### config.mk
export PLATFORM = sky130hd
export DESIGN_NAME = instr_prefetch
export DESIGN_NICKNAME = d
export VERILOG_FILES = /design/src/rtl/instr_prefetch.sv
export SDC_FILE = /design/constraint.sdc
export NUM_CORES = 1
export LEC_CHECK = 0
export BUFFER_PORTS_ARGS = -buffer_cell sky130_fd_sc_hd__buf_2
export CORE_ASPECT_RATIO = 2
export CORE_MARGIN = 4
export CORE_UTILIZATION = 45
export DETAILED_ROUTE_END_ITERATION = 6
export PLACE_DENSITY = 0.75
export SETUP_SLACK_MARGIN = 0.1
export SYNTH_ARGS = -nofsm -noshare
export SYNTH_HDL_FRONTEND = slang
export SYNTH_SLANG_ARGS = --single-unit
### constraint.sdc
create_clock -name clk -period 10.05 [get_ports clk]
set_input_delay 0.5025 -clock clk [delete_from_list [all_inputs] [get_ports clk]]
set_output_delay 0.5025 -clock clk [all_outputs]
set_load 0.05 [all_outputs]
### src/rtl/instr_prefetch.sv
// Instruction prefetch unit: issues sequential word fetches to instruction
// memory, buffers in-order responses in a small queue and presents the queue
// head to decode. A redirect flushes the queue, restarts fetching at the new
// address and drops every response still in flight at that moment.
//
// Optional feature: define PREFETCH_STALL_CNT_EN to add a 32-bit saturating
// counter output (stall_cnt) that counts cycles with no instruction available.
module instr_prefetch #(
    parameter logic [31:0] RESET_PC = 32'h0000_0000,
    parameter int unsigned QDEPTH   = 4
) (
    input  logic        clk,
    input  logic        rst,
    output logic        imem_req,
    output logic [31:0] imem_addr,
    input  logic        imem_ready,
    input  logic        imem_rvalid,
    input  logic [31:0] imem_rdata,
    input  logic        redirect,
    input  logic [31:0] redirect_pc,
    output logic        inst_valid,
    output logic [31:0] inst,
    output logic [31:0] inst_pc,
    input  logic        inst_ready
`ifdef PREFETCH_STALL_CNT_EN
    ,
    output logic [31:0] stall_cnt
`endif
);

    localparam int unsigned PW = $clog2(QDEPTH);
    localparam int unsigned CW = PW + 1;

    typedef logic [CW-1:0] cnt_t;
    typedef logic [PW-1:0] ptr_t;

    typedef struct packed {
        logic [31:0] word;
        logic [31:0] pc;
    } entry_t;

    entry_t      mem_q [QDEPTH];
    ptr_t        rd_ptr_q, rd_ptr_d;
    ptr_t        wr_ptr_q, wr_ptr_d;
    cnt_t        count_q, count_d;
    cnt_t        outst_q, outst_d;
    cnt_t        discard_q, discard_d;
    logic [31:0] fetch_pc_q, fetch_pc_d;
    logic [31:0] resp_pc_q, resp_pc_d;

    logic        accept;
    logic        push;
    logic        pop;
    logic [CW:0] in_use;
    logic [31:0] redirect_aligned;
    entry_t      head;

    // Slots either holding an instruction or promised to an in-flight fetch.
    assign in_use           = {1'b0, count_q} + {1'b0, outst_q};
    assign redirect_aligned = {redirect_pc[31:2], 2'b00};

    // Request only when a queue slot is guaranteed for the response, so the
    // queue can never overflow. Gating with rst keeps the port quiet in reset.
    assign imem_req  = rst && !redirect && (in_use < (CW+1)'(QDEPTH));
    assign imem_addr = fetch_pc_q;
    assign accept    = imem_req && imem_ready;

    // A response is kept only if no discards are pending and no redirect is
    // flushing this cycle. Kept responses are sequential from resp_pc_q, so the
    // issue address is rebuilt instead of stored per outstanding request.
    assign push = imem_rvalid && !redirect && (discard_q == '0);
    assign pop  = inst_valid && inst_ready;

    // Head is driven from registered state; forced to zero while empty.
    assign head       = mem_q[rd_ptr_q];
    assign inst_valid = (count_q != '0);
    assign inst       = inst_valid ? head.word : 32'h0;
    assign inst_pc    = inst_valid ? head.pc   : 32'h0;

    // Next-state logic for fetch address, queue pointers and counters.
    always_comb begin
        // NOTE: every signal gets a default first so no path leaves it unassigned (no latches).
        fetch_pc_d = fetch_pc_q;
        resp_pc_d  = resp_pc_q;
        rd_ptr_d   = rd_ptr_q;
        wr_ptr_d   = wr_ptr_q;
        count_d    = count_q;
        discard_d  = discard_q;
        outst_d    = outst_q;

        if (accept && !imem_rvalid) begin
            outst_d = outst_q + 1'b1;
        end else if (!accept && imem_rvalid) begin
            outst_d = outst_q - 1'b1;
        end

        if (accept) begin
            fetch_pc_d = fetch_pc_q + 32'd4;
        end

        if (redirect) begin
            // Everything still in flight after this cycle belongs to the old
            // stream; this also folds in any discards already pending.
            fetch_pc_d = redirect_aligned;
            resp_pc_d  = redirect_aligned;
            rd_ptr_d   = '0;
            wr_ptr_d   = '0;
            count_d    = '0;
            discard_d  = outst_d;
        end else begin
            if (imem_rvalid && (discard_q != '0)) begin
                discard_d = discard_q - 1'b1;
            end
            if (push) begin
                wr_ptr_d  = wr_ptr_q + 1'b1;
                resp_pc_d = resp_pc_q + 32'd4;
            end
            if (pop) begin
                rd_ptr_d = rd_ptr_q + 1'b1;
            end
            case ({push, pop})
                2'b10:   count_d = count_q + 1'b1;
                2'b01:   count_d = count_q - 1'b1;
                default: count_d = count_q;
            endcase
        end
    end

    // Control state registers with asynchronous active-low reset.
    always_ff @(posedge clk or negedge rst) begin
        // NOTE: sequential state uses non-blocking assignments so all registers update together.
        if (!rst) begin
            fetch_pc_q <= RESET_PC;
            resp_pc_q  <= RESET_PC;
            rd_ptr_q   <= '0;
            wr_ptr_q   <= '0;
            count_q    <= '0;
            outst_q    <= '0;
            discard_q  <= '0;
        end else begin
            fetch_pc_q <= fetch_pc_d;
            resp_pc_q  <= resp_pc_d;
            rd_ptr_q   <= rd_ptr_d;
            wr_ptr_q   <= wr_ptr_d;
            count_q    <= count_d;
            outst_q    <= outst_d;
            discard_q  <= discard_d;
        end
    end

    // Queue storage: write the kept response and its address at the tail.
    always_ff @(posedge clk) begin
        // NOTE: storage is not reset; count_q gates every read, so stale contents are never visible.
        if (push) begin
            mem_q[wr_ptr_q] <= '{word: imem_rdata, pc: resp_pc_q};
        end
    end

`ifdef PREFETCH_STALL_CNT_EN
    logic [31:0] stall_cnt_q;

    // Count cycles with nothing for decode, saturating at all-ones.
    always_ff @(posedge clk or negedge rst) begin
        if (!rst) begin
            stall_cnt_q <= 32'h0;
        end else if (!inst_valid && (stall_cnt_q != 32'hFFFF_FFFF)) begin
            stall_cnt_q <= stall_cnt_q + 32'd1;
        end
    end

    assign stall_cnt = stall_cnt_q;
`else
    // Stall counter not built: no extra port or state.
`endif

endmodule

# --- Word-level counts from Yosys, hierarchy flattened ---
# Memories as Yosys holds them, arrays and structs flattened.
# Index checks and enable logic that the tools add are counted.
word_totals:
  mem_count: 1
  ramBits: 256
  wordCells: 59
  out_inout_bits: 98
  inputBits: 70
  reg_bits: 77
mem_list:
  columns: ["name", "depth", "width", "rd", "rd_ports_with_merged_regs", "write_ports", "line", "source"]
  rows:
  - ["mem_q", 4, 64, 1, 0, 1, "42", "entry_t mem_q [QDEPTH];"]
classes:
  magnitude_cmp: 1
  add_sub_neg: 10
  n_eq_ne: 2
  muxes: 18
  reduce_logical: 20
op_table:
  columns: ["op", "n"]
  rows:
  - ["$mux 32", 6]
  - ["$add 32x3->32 const B", 2]
  - ["$mux 3", 5]
  - ["$logic_and 1x1->1", 9]
  - ["$reduce_bool 3->1", 3]
  - ["$sub 3x1->3 const B", 3]
  - ["$mux 2", 4]
  - ["$reduce_bool 2->1", 4]
  - ["$add 3x1->3 const B", 2]
  - ["$pmux 3 s2", 1]
  - ["$add 2x1->2 const B", 2]
  - ["$add 3x3->4", 1]
  - ["$lt 4x3->1 const B", 1]
  - ["$logic_not 1->1", 3]
  - ["$logic_not 3->1", 1]
  - ["$eq 2x1->1 const B", 1]
  - ["$eq 2x2->1 const B", 1]
  - ["$mux 1", 2]

# --- Logic depth before layout (Yosys ltp) ---
# Gate-level depths: netlist of the first run.
depth:
  word_depth: 9
  ltp_mapped: 9
  depth_no_buf: 8

# --- Worst setup path after synthesis of the first run ---
# OpenSTA, ideal clock, no wires.
synth_path:
  kind: "input port to flip-flop"
  from: "in imem_rvalid"
  to: "mem mem_q[0][10] (netlist name), enable pin"
  setup_ns: 0.427
  path_buffers: 2
  t_arrival_ns: 2.890
  required_time_ns: 9.623
  stages: 4
  path_slack_ns: 6.733
  cell_sequence: "clkbuf_1 -> and3b_1 -> buf_1 -> and3_1"
synth_between:
  elab_chain_cells: 4
synth_lines:
  columns: ["element", "line", "source"]
  rows:
  - ["from (decl)", "17", "input logic imem_rvalid,"]
  - ["$logic_and 1x1->1 (2 in a row)", "71", "assign push = imem_rvalid && !redirect && (discard_q == '0);"]
  - ["$mux 1", "154", "if (push) begin"]
  - ["$mux 1 (implied by the code)", "155", "mem_q[wr_ptr_q] <= '{word: imem_rdata, pc: resp_pc_q};"]
  - ["to (decl)", "42", null]
# No other way between the ends.

# --- Worst setup path in the final report of the first run ---
layout_path:
  from: "reg rd_ptr_q[0]"
  to: "out inst_pc[17]"
layout_between:
  elab_chain_cells: 2
layout_lines:
  columns: ["element", "line", "source"]
  rows:
  - ["from (decl)", "43", "ptr_t rd_ptr_q, rd_ptr_d;"]
  - ["from (signal assigned)", "143", "rd_ptr_q <= rd_ptr_d;"]
  - ["$mem_v2 4x64", null, null]
  - ["$mux 32", "78", "assign inst_pc = inst_valid ? head.pc : 32'h0;"]
  - ["to (decl)", "23", "output logic [31:0] inst_pc,"]
# No other way between the ends.

==> run summary, run 1 <==
most common cell in the synthesized netlist - sky130_fd_sc_hd__edfxtp_1
share of final-layout standard cells stronger than drive strength 1 - 28.4%
area added between synthesis and finish - 15.2%
area share of the largest cell type after synthesis - 54.7%
Max Transition Viols Final - 0
number of library cell types mapped by synthesis - 48
maximum ir drop on the vdd rail - 0.154 mV
number of antenna violations at the first check in global routing - 0
total routed wirelength - 28.9 mm
Async S/R FF share, synth - 22.7%
total negative slack for setup checks - 0 ns
Clock Path Buffers - 3
leakage component of the power - 0.00562 uW
die height - 254 um
outcome - complete, no violations
CP Capture Type - output pin
path category of the worst min-delay check - in -> reg
measured slew at the worst slew-check pin - 1.11 ns
count of warnings emitted by yosys - 0
count of antenna diodes in the layout - 0
GRT Residual Overflow - 0
total of cells resized after clock tree synthesis - 0
largest fanout on the critical path - 45
per-cell via count in the routed design - 5.54
worst path arrival time - 3.08 ns
Hold Buf Count CTS - 1
area enclosed by the die boundary - 0.0332 sq mm
final antenna-violating net count - 0
reported max-cap violation count - 0
post-route setup slack - 6.47 ns
CP Data Required Time - 9.55 ns
Design Power - 4110 uW
Fin. Hold Viols - 0
net count of the finished layout - 1107
# clock sinks - 321
average wire length per cell after detail routing - 20.5 um
cells after synthesis - 864
power per cell area - 263 mW/mm^2
source-to-sink clock delay at the later pin of the worst-skew pair - 0.55 ns
clock tree from TritonCTS - done
Final period util - 35.6%
Tmin final - 3.58 ns
pin count of the biggest net entering global routing - 70
number of placed instances with taps included - 1358
vias in the first global route - 8331
weighted congestion reported at the end of routability-driven placement - 0.849
Finish-stage setup viols - 0
most area-hungry cell type in the Yosys netlist - sky130_fd_sc_hd__edfxtp_1
detailed placer's ending HPWL - 18.8 mm
per-instance average area after synthesis - 15.7 sq um
count of filler cells inserted in the layout - 2466
initial standard-cell utilization of the core - 45.9%
unrepaired setup endpoints after global routing - no
first-pass GRT wire length - 45.3 mm
Worst Setup Slack post-DPL - 6.81 ns
Pre-Repair DR Iteration Count - 4
hold path cells - 1
core outline area - 0.0296 sq mm
Synth Flop Type - sky130_fd_sc_hd__edfxtp_1
FP Rows - 89
leading cell types by count after synthesis - sky130_fd_sc_hd__edfxtp_1, sky130_fd_sc_hd__dfrtp_1, sky130_fd_sc_hd__and2_1
clock tree skew after final layout - 0.0184 ns
Critical Path Source Type - flip-flop
Non-Filler Instances - 1408
residual DRC count - 0
Iter 0 DRT Violations - 420
main area contributors after synthesis - sky130_fd_sc_hd__edfxtp_1, sky130_fd_sc_hd__dfrtp_1, sky130_fd_sc_hd__mux4_2
CTS buffer count - 27
Top-Level Pins - 168
timing-limited maximum frequency - 279 MHz
count of state elements after synthesis - 321
total vias in the final route - 7804
clock transition at the register clock pins on the worst setup and hold paths after CTS - 0.07 ns
number of input and output port buffers inserted - 161
post-layout utilization of the core - 52.9%
GRT Total Usage - 17.7%
overall die width - 131 um
number of enable-type register cells in the synthesized netlist - 248
worst-case reg-to-reg path depth - 6
Post-CTS Repair Setup Buffers - 0
normalized max-slew margin - 25.1%
cell at the root of the clock tree - sky130_fd_sc_hd__clkbuf_16
post-synthesis instance area - 0.0136 sq mm
maximum level of the CTS H-tree - 1
classification of the worst setup path - reg -> out
portion of the post-synthesis area used by sequential elements - 68.2%
## routing by layer
layer  vias up  GRT usage (%)  part of all wire, %
met5         -              0                    0
met4         0           7.30                  3.8
met3        58           2.29                  3.8
met2       197           32.7                   56
met1      3913           19.9                   36
li1       3636              -                    -
## per-stage QoR
| stage | instance area (sq um) | hold slack, ns |
|---|---|---|
| 2_1_floorplan | 13600 | 0.207 |
| 3_3_place_gp | 14800 | 0.465 |
| 3_5_place_dp | 14800 | 0.472 |
| 4_1_cts | 15700 | 0.137 |
| 5_1_grt | 15700 | 0.142 |
| 6_report | 15700 | 0.171 |
## sequential cells by signal, indices dropped and copies added, names as in the netlist
register and flops:
rd_ptr_q 2, outst_q 3, resp_pc_q 30, mem_q 248, wr_ptr_q 2, count_q 3
discard_q 3, imem_addr 30
## worst max-delay path, stage by stage, from the launching register on
cell	delay, ns
sky130_fd_sc_hd__dfrtp_4	0.68
sky130_fd_sc_hd__buf_4	0.79
sky130_fd_sc_hd__mux4_2	0.59
sky130_fd_sc_hd__and2_1	0.22
sky130_fd_sc_hd__buf_2	0.23
## cells in the final DEF (no fill, tap or decap), drive strengths merged, types with 5 or more instances in the layout
cell and instances:
buf 173, clkinv 7, inv 19, a21oi 8, nand4 18, mux4 62
nor4 12, dfrtp 73, nor3 12, nor2 23, xor2 21, and2 68
ha 12, o211ai 10, and4 5, o311ai 11, nand2 63, and3 11
mux2i 6, clkbuf 32, xnor2 22, nand3 34, edfxtp 248, o21ai 38
a21boi 8
## layout make-up
| cell class | instances | area [sq um] | area share (%) |
|---|---|---|---|
| Multi-Input combinational cell | 483 | 4080 | 26.0 |
| Clock buffer | 32 | 694 | 4.43 |
| Tap cell | 364 | 455 | 2.91 |
| Timing Repair Buffer | 174 | 906 | 5.78 |
| Clock inverter | 17 | 194 | 1.24 |
| Sequential cell | 321 | 9280 | 59.2 |
| Inverter | 17 | 63.8 | 0.407 |
## report_power, final
part	internal, uW	switching [uW]	total (uW)
clock	598	464	1060
sequential	1510	96.3	1600
combinational	432	1020	1450
total	2540	1580	4110
## worst paths after layout
check                               start            end  slack [ns]
setup / recovery              rd_ptr_q[0]    inst_pc[17]        6.47
hold / removal             imem_rdata[24]   mem_q[3][56]        0.17
setup reg to reg               count_q[2]  imem_addr[23]        7.10
hold reg to reg                count_q[2]     count_q[2]        0.52
max in group asynchronous             rst    rd_ptr_q[0]        8.44
min in group asynchronous             rst  imem_addr[12]        0.43
## cell families after synthesis
family / synth area share, %
other: 0.0276
multiplexers: 11.0
XOR/XNOR: 2.77
AO/OA/AOI/OAI: 3.85
AND/OR/NAND/NOR: 10.9
buffers and inverters: 1.98
adder cells (fa/ha/maj): 1.25
flip-flops: 68.2
Note: power is estimated with default switching activity, not from simulation.
==> run 2: changes to the inputs <==
--- a/config.mk
+++ b/config.mk
@@ -5,6 +5,7 @@
 export SDC_FILE = /design/constraint.sdc
 export NUM_CORES = 1
 export LEC_CHECK = 0
+export ABC_AREA = 1
 export BUFFER_PORTS_ARGS = -buffer_cell sky130_fd_sc_hd__buf_2
 export CORE_ASPECT_RATIO = 2
 export CORE_MARGIN = 4
==> constraint.sdc (replaced) <==
create_clock -name clk -period 3.6 [get_ports clk]
set_input_delay 0.18 -clock clk [delete_from_list [all_inputs] [get_ports clk]]
set_output_delay 0.18 -clock clk [all_outputs]
set_load 0.05 [all_outputs]
==> run summary, run 2 <==
per-cell via count in the routed design - 5.30
flip-flop count of the largest register after layout - 248
per-instance average area after synthesis - 9.85 sq um
number of antenna violations at the first check in global routing - 0
post-route setup slack - 0.621 ns
unrepaired setup endpoints after global routing - no
path category of the worst min-delay check - in -> reg
overall die width - 135 um
first-pass GRT wire length - 59.7 mm
FP Rows - 93
Finish-stage setup viols - 0
measured slew at the worst slew-check pin - 1.01 ns
total of cells resized after clock tree synthesis - 0
detailed placer's ending HPWL - 24.8 mm
net count of the finished layout - 1775
die height - 263 um
Pre-Repair DR Iteration Count - 5
power per cell area - 696 mW/mm^2
Final period util - 82.7%
normalized max-slew margin - 32.8%
leading cell types by count after synthesis - sky130_fd_sc_hd__nor2_1, sky130_fd_sc_hd__nand2_1, sky130_fd_sc_hd__edfxtp_1
portion of the post-synthesis area used by sequential elements - 63.4%
clock tree skew after final layout - 0.00990 ns
total routed wirelength - 38.4 mm
residual DRC count - 0
CP Capture Type - output pin
# clock sinks - 321
total vias in the final route - 11300
Post-CTS Repair Setup Buffers - 0
FF-to-FF Start - discard_q[0]
GRT Residual Overflow - 0
count of filler cells inserted in the layout - 2750
reported max-cap violation count - 0
share of final-layout standard cells stronger than drive strength 1 - 14.8%
timing-limited maximum frequency - 336 MHz
maximum ir drop on the vdd rail - 0.456 mV
Async S/R FF share, synth - 22.7%
Critical Path Source Type - flip-flop
count of warnings emitted by yosys - 0
Hold Buf Count CTS - 64
highest-count cells in the layout ignoring fill and taps - sky130_fd_sc_hd__nor2_1, sky130_fd_sc_hd__nand2_1, sky130_fd_sc_hd__edfxtp_1, sky130_fd_sc_hd__buf_2, sky130_fd_sc_hd__o21ai_0
GRT Total Usage - 21.2%
outcome - complete, no violations
weighted congestion reported at the end of routability-driven placement - 1.00
Design Power - 12200 uW
post-synthesis instance area - 0.0146 sq mm
Clock Path Buffers - 3
final antenna-violating net count - 0
worst path arrival time - 2.80 ns
most area-hungry cell type in the Yosys netlist - sky130_fd_sc_hd__edfxtp_1
area added between synthesis and finish - 20.1%
average wire length per cell after detail routing - 18.0 um
area share of the largest cell type after synthesis - 50.9%
source-to-sink clock delay at the later pin of the worst-skew pair - 0.56 ns
total negative slack for setup checks - 0 ns
Iter 0 DRT Violations - 846
launching instance or port of the critical path - rd_ptr_q[1]
cells after synthesis - 1485
Fin. Hold Viols - 0
clock tree from TritonCTS - done
largest fanout on the critical path - 25
Worst Setup Slack post-DPL - 1.14 ns
pin count of the biggest net entering global routing - 127
count of antenna diodes in the layout - 0
CTS buffer count - 28
main area contributors after synthesis - sky130_fd_sc_hd__edfxtp_1, sky130_fd_sc_hd__dfrtp_1, sky130_fd_sc_hd__nor2_1
post-layout utilization of the core - 54.7%
Max Transition Viols Final - 0
classification of the worst setup path - reg -> out
number of library cell types mapped by synthesis - 37
clock transition at the register clock pins on the worst setup and hold paths after CTS - 0.07 ns
worst hold start - inst_ready
commonest non-fill, non-tap cell in the layout - sky130_fd_sc_hd__nor2_1
count of state elements after synthesis - 321
number of enable-type register cells in the synthesized netlist - 248
worst hold-check slack - 0.0145 ns
area enclosed by the die boundary - 0.0356 sq mm
core outline area - 0.0321 sq mm
number of input and output port buffers inserted - 161
Top-Level Pins - 168
CP Data Required Time - 3.42 ns
cell at the root of the clock tree - sky130_fd_sc_hd__clkbuf_16
Synth Flop Type - sky130_fd_sc_hd__edfxtp_1
register with the most flip-flops - mem_q
most common cell in the synthesized netlist - sky130_fd_sc_hd__nor2_1
maximum level of the CTS H-tree - 1
initial standard-cell utilization of the core - 45.5%
Tmin final - 2.98 ns
vias in the first global route - 11600
leakage component of the power - 0.00687 uW
==> run 2: worst max-delay path, cell delays in order, from the launching register on <==
cell and delay (ns):
sky130_fd_sc_hd__dfrtp_2 0.67, sky130_fd_sc_hd__inv_2 0.37, sky130_fd_sc_hd__buf_4 0.34, sky130_fd_sc_hd__nor2_1 0.12, sky130_fd_sc_hd__o21ai_0 0.09, sky130_fd_sc_hd__a21oi_1 0.31
sky130_fd_sc_hd__buf_2 0.33
==> run 2: cells by family (layout without fill, tap and decap cells) <==
group                      count (synthesis)  after routing  synth area share, %
and+or+nand+nor                          712            712                 19.9
adders and majority gates                 13             13                 1.16
AOI/OAI and AO/OA                        255            255                 9.17
DFF                                      321            321                 63.4
xor gates and xnor gates                  35             35                 2.10
buffers and inverters                    148            374                 4.21
other                                      1              4               0.0256
==> run 2: path summary, 6_finish.rpt <==
path	end	slack [ns]	depth (start not counted)
min in group asynchronous	outst_q[1]	0.44	3
min	rd_ptr_q[0]	0.01	5
min reg2reg	discard_q[1]	0.50	2
max	inst_pc[24]	0.62	6
max reg2reg	count_q[2]	1.16	13
max in group asynchronous	rd_ptr_q[0]	2.43	3
==> run 2: per-layer routing <==
layer | vias to the layer above | global-route usage [%] | share of wire, %
li1 | 5414 | - | -
met1 | 5413 | 22.4 | 35
met2 | 393 | 39.4 | 53
met3 | 122 | 2.11 | 4.7
met4 | 0 | 13.3 | 6.9
met5 | - | 0 | 0
==> run 2: report_power, final <==
part	internal (uW)	total, uW	leakage [uW]	switching (uW)
sequential	4290	4620	0.00311	334
combinational	981	4190	0.00326	3210
clock	2070	3410	0.000506	1340
==> run 2: per-stage QoR <==
| stage | area (sq um) | cells |
|---|---|---|
| CTS | 17600 | 2141 |
| global route | 17600 | 2141 |
| global placement | 15900 | 2025 |
| floorplan | 14600 | 1488 |
| finish | 17600 | 2141 |
| detailed placement | 15900 | 2025 |
==> run 2: area by class of cell <==
type	count	area [sq um]	share of cell area, %
inverter	78	293	1.67
sequential	321	9280	52.8
clock inverter	18	303	1.72
clock buffer	34	754	4.30
timing repair buffer	244	1630	9.26
tap	427	534	3.04
multi-input combinational	1019	4770	27.2
==> run 3: changes to the inputs <==
--- a/config.mk
+++ b/config.mk
@@ -11,7 +11,7 @@
 export CORE_MARGIN = 4
 export CORE_UTILIZATION = 45
 export DETAILED_ROUTE_END_ITERATION = 6
-export PLACE_DENSITY = 0.75
+export PLACE_DENSITY = 0.78
 export SETUP_SLACK_MARGIN = 0.1
 export SYNTH_ARGS = -nofsm -noshare
 export SYNTH_HDL_FRONTEND = slang
==> constraint.sdc (replaced) <==
create_clock -name clk -period 2.7 [get_ports clk]
set_input_delay 0.135 -clock clk [delete_from_list [all_inputs] [get_ports clk]]
set_output_delay 0.135 -clock clk [all_outputs]
set_load 0.05 [all_outputs]
==> run summary, run 3 (synthesis results as in run 2) <==
outcome - complete, no violations
maximum ir drop on the vdd rail - 0.545 mV
sequence of cells on the critical path - inv_2 -> buf_12 -> o21ai_0 -> a21oi_1 -> buf_12
count of filler cells inserted in the layout - 2702
initial standard-cell utilization of the core - 45.5%
FP Rows - 93
Critical Path Max Stage Delay - 0.60 ns
largest fanout on the critical path - 60
total routed wirelength - 39.3 mm
first-pass GRT wire length - 61.7 mm
placed cell area - 0.0162 sq mm
highest-count cells in the layout ignoring fill and taps - sky130_fd_sc_hd__nor2_1, sky130_fd_sc_hd__nand2_1, sky130_fd_sc_hd__edfxtp_1, sky130_fd_sc_hd__o21ai_0, sky130_fd_sc_hd__buf_2
CP Capture Type - output pin
maximum level of the CTS H-tree - 1
clock transition at the register clock pins on the worst setup and hold paths after CTS - 0.07 ns
per-cell via count in the routed design - 5.33
Finish-stage setup viols - 0
Pre-Repair DR Iteration Count - 5
number of input and output port buffers inserted - 161
measured slew at the worst slew-check pin - 1.03 ns
core outline area - 0.0321 sq mm
clock tree from TritonCTS - done
die height - 263 um
crit path buf inv count - 3
Final period util - 92.5%
area added between synthesis and finish - 22.7%
vias in the first global route - 11900
unrepaired setup endpoints after global routing - yes
overall die width - 135 um
post-route cell area - 0.0179 sq mm
leakage component of the power - 0.00699 uW
net count of the finished layout - 1780
path category of the worst min-delay check - in -> reg
final antenna-violating net count - 0
Tmin final - 2.50 ns
commonest non-fill, non-tap cell in the layout - sky130_fd_sc_hd__nor2_1
share of final-layout standard cells stronger than drive strength 1 - 15.2%
CTS buffer count - 27
GRT Total Usage - 22.0%
register with the most flip-flops - mem_q
cell at the slowest stage of the critical path - sky130_fd_sc_hd__dfrtp_4
source-to-sink clock delay at the later pin of the worst-skew pair - 0.55 ns
cell at the root of the clock tree - sky130_fd_sc_hd__clkbuf_16
normalized max-slew margin - 31.5%
clock tree skew after final layout - 0.0153 ns
# clock sinks - 321
flip-flop count of the largest register after layout - 248
Iter 0 DRT Violations - 836
count of antenna diodes in the layout - 0
Design Power - 16900 uW
detailed placer's ending HPWL - 25.8 mm
timing-limited maximum frequency - 400 MHz
power per cell area - 940 mW/mm^2
Fin. Hold Viols - 0
number of antenna violations at the first check in global routing - 0
Reg2Reg Setup Slack - 0.45 ns
GRT Residual Overflow - 0
Most Frequent Cell on Critical Path - sky130_fd_sc_hd__buf_12
post-route setup slack - 0.202 ns
Clock Path Buffers - 3
weighted congestion reported at the end of routability-driven placement - 0.939
classification of the worst setup path - reg -> out
reported max-cap violation count - 0
Max Transition Viols Final - 0
total vias in the final route - 11400
Top-Level Pins - 168
pin count of the biggest net entering global routing - 74
Top delay family on crit path - flip-flops
CP Data Required Time - 2.57 ns
worst path arrival time - 2.36 ns
area enclosed by the die boundary - 0.0356 sq mm
residual DRC count - 0
Critical Path Source Type - flip-flop
average wire length per cell after detail routing - 18.3 um
Worst Setup Slack post-DPL - 0.519 ns
[run 3: cell types whose count changed in the layout (fill, tap and decap cells not counted), moves of 2 or more]
| cell | before | now |
|---|---|---|
| sky130_fd_sc_hd__buf_4 | 16 | 14 |
| sky130_fd_sc_hd__buf_12 | 3 | 26 |
| sky130_fd_sc_hd__buf_6 | 0 | 3 |
| sky130_fd_sc_hd__clkbuf_1 | 4 | 0 |
| sky130_fd_sc_hd__buf_2 | 161 | 141 |
| sky130_fd_sc_hd__clkbuf_16 | 29 | 27 |
[run 3: per-layer routing]
metal | up-vias | part of all wire (%) | global-route usage (%)
met2 | 377 | 54 | 41.9
li1 | 5423 | - | -
met3 | 119 | 4.4 | 2.20
met5 | - | 0 | 0
met4 | 0 | 5.9 | 12.3
met1 | 5494 | 35 | 22.9
[run 3: cell type report]
class / count / area (sq um) / area share (%)
Sequential cell: 321 / 9280 / 51.7
Multi-Input combinational cell: 1019 / 4780 / 26.6
Timing Repair Buffer: 250 / 2030 / 11.3
Clock buffer: 28 / 689 / 3.84
Tap cell: 427 / 534 / 2.98
Clock inverter: 20 / 330 / 1.84
Inverter: 78 / 295 / 1.65
[run 3: metrics by stage]
step | hold slack (ns) | std cells | setup TNS, ns | utilization, %
finish | 0.0396 | 2143 | 0 | 55.8
global route | 0.0852 | 2143 | 0 | 55.8
CTS | 0.0372 | 2143 | 0 | 55.8
detailed placement | 0.351 | 2030 | 0 | 50.6
global placement | 0.344 | 2030 | 0 | 50.6
floorplan | -0.161 | 1488 | -131.80 | -
[run 3: power breakdown]
group / switching (uW) / total, uW / internal, uW
Clock: 1800 / 4440 / 2650
Sequential: 470 / 6180 / 5710
Combinational: 4400 / 6230 / 1830
[run 3: worst paths after layout]
| check | startpoint | to | depth (start not counted) |
|---|---|---|---|
| setup / recovery | rd_ptr_q[0] | inst_pc[22] | 5 |
| setup reg to reg | discard_q[0] | count_q[2] | 12 |
| min in group asynchronous | rst | count_q[0] | 3 |
| max in group asynchronous | rst | rd_ptr_q[0] | 3 |
| hold / removal | inst_ready | rd_ptr_q[0] | 5 |
| hold reg to reg | discard_q[1] | discard_q[1] | 2 |
[run 3: worst register-to-register path, delay by kind of cell (launching register included)]
kind | cells | cell delay, ns
flip-flops | 1 | 0.36
AND/OR/NAND/NOR | 5 | 0.62
buffers and inverters | 2 | 0.18
XOR/XNOR | 2 | 0.37
adder cells (fa/ha/maj) | 2 | 0.55
AO/OA/AOI/OAI | 1 | 0.09
[run 3: timing repair]
item	4_1_cts	5_1_grt
gates resized for setup	2	7
buffers inserted	0	0
setup endpoints to repair	24	20
hold endpoints to repair	263	0
hold buffers	65	0
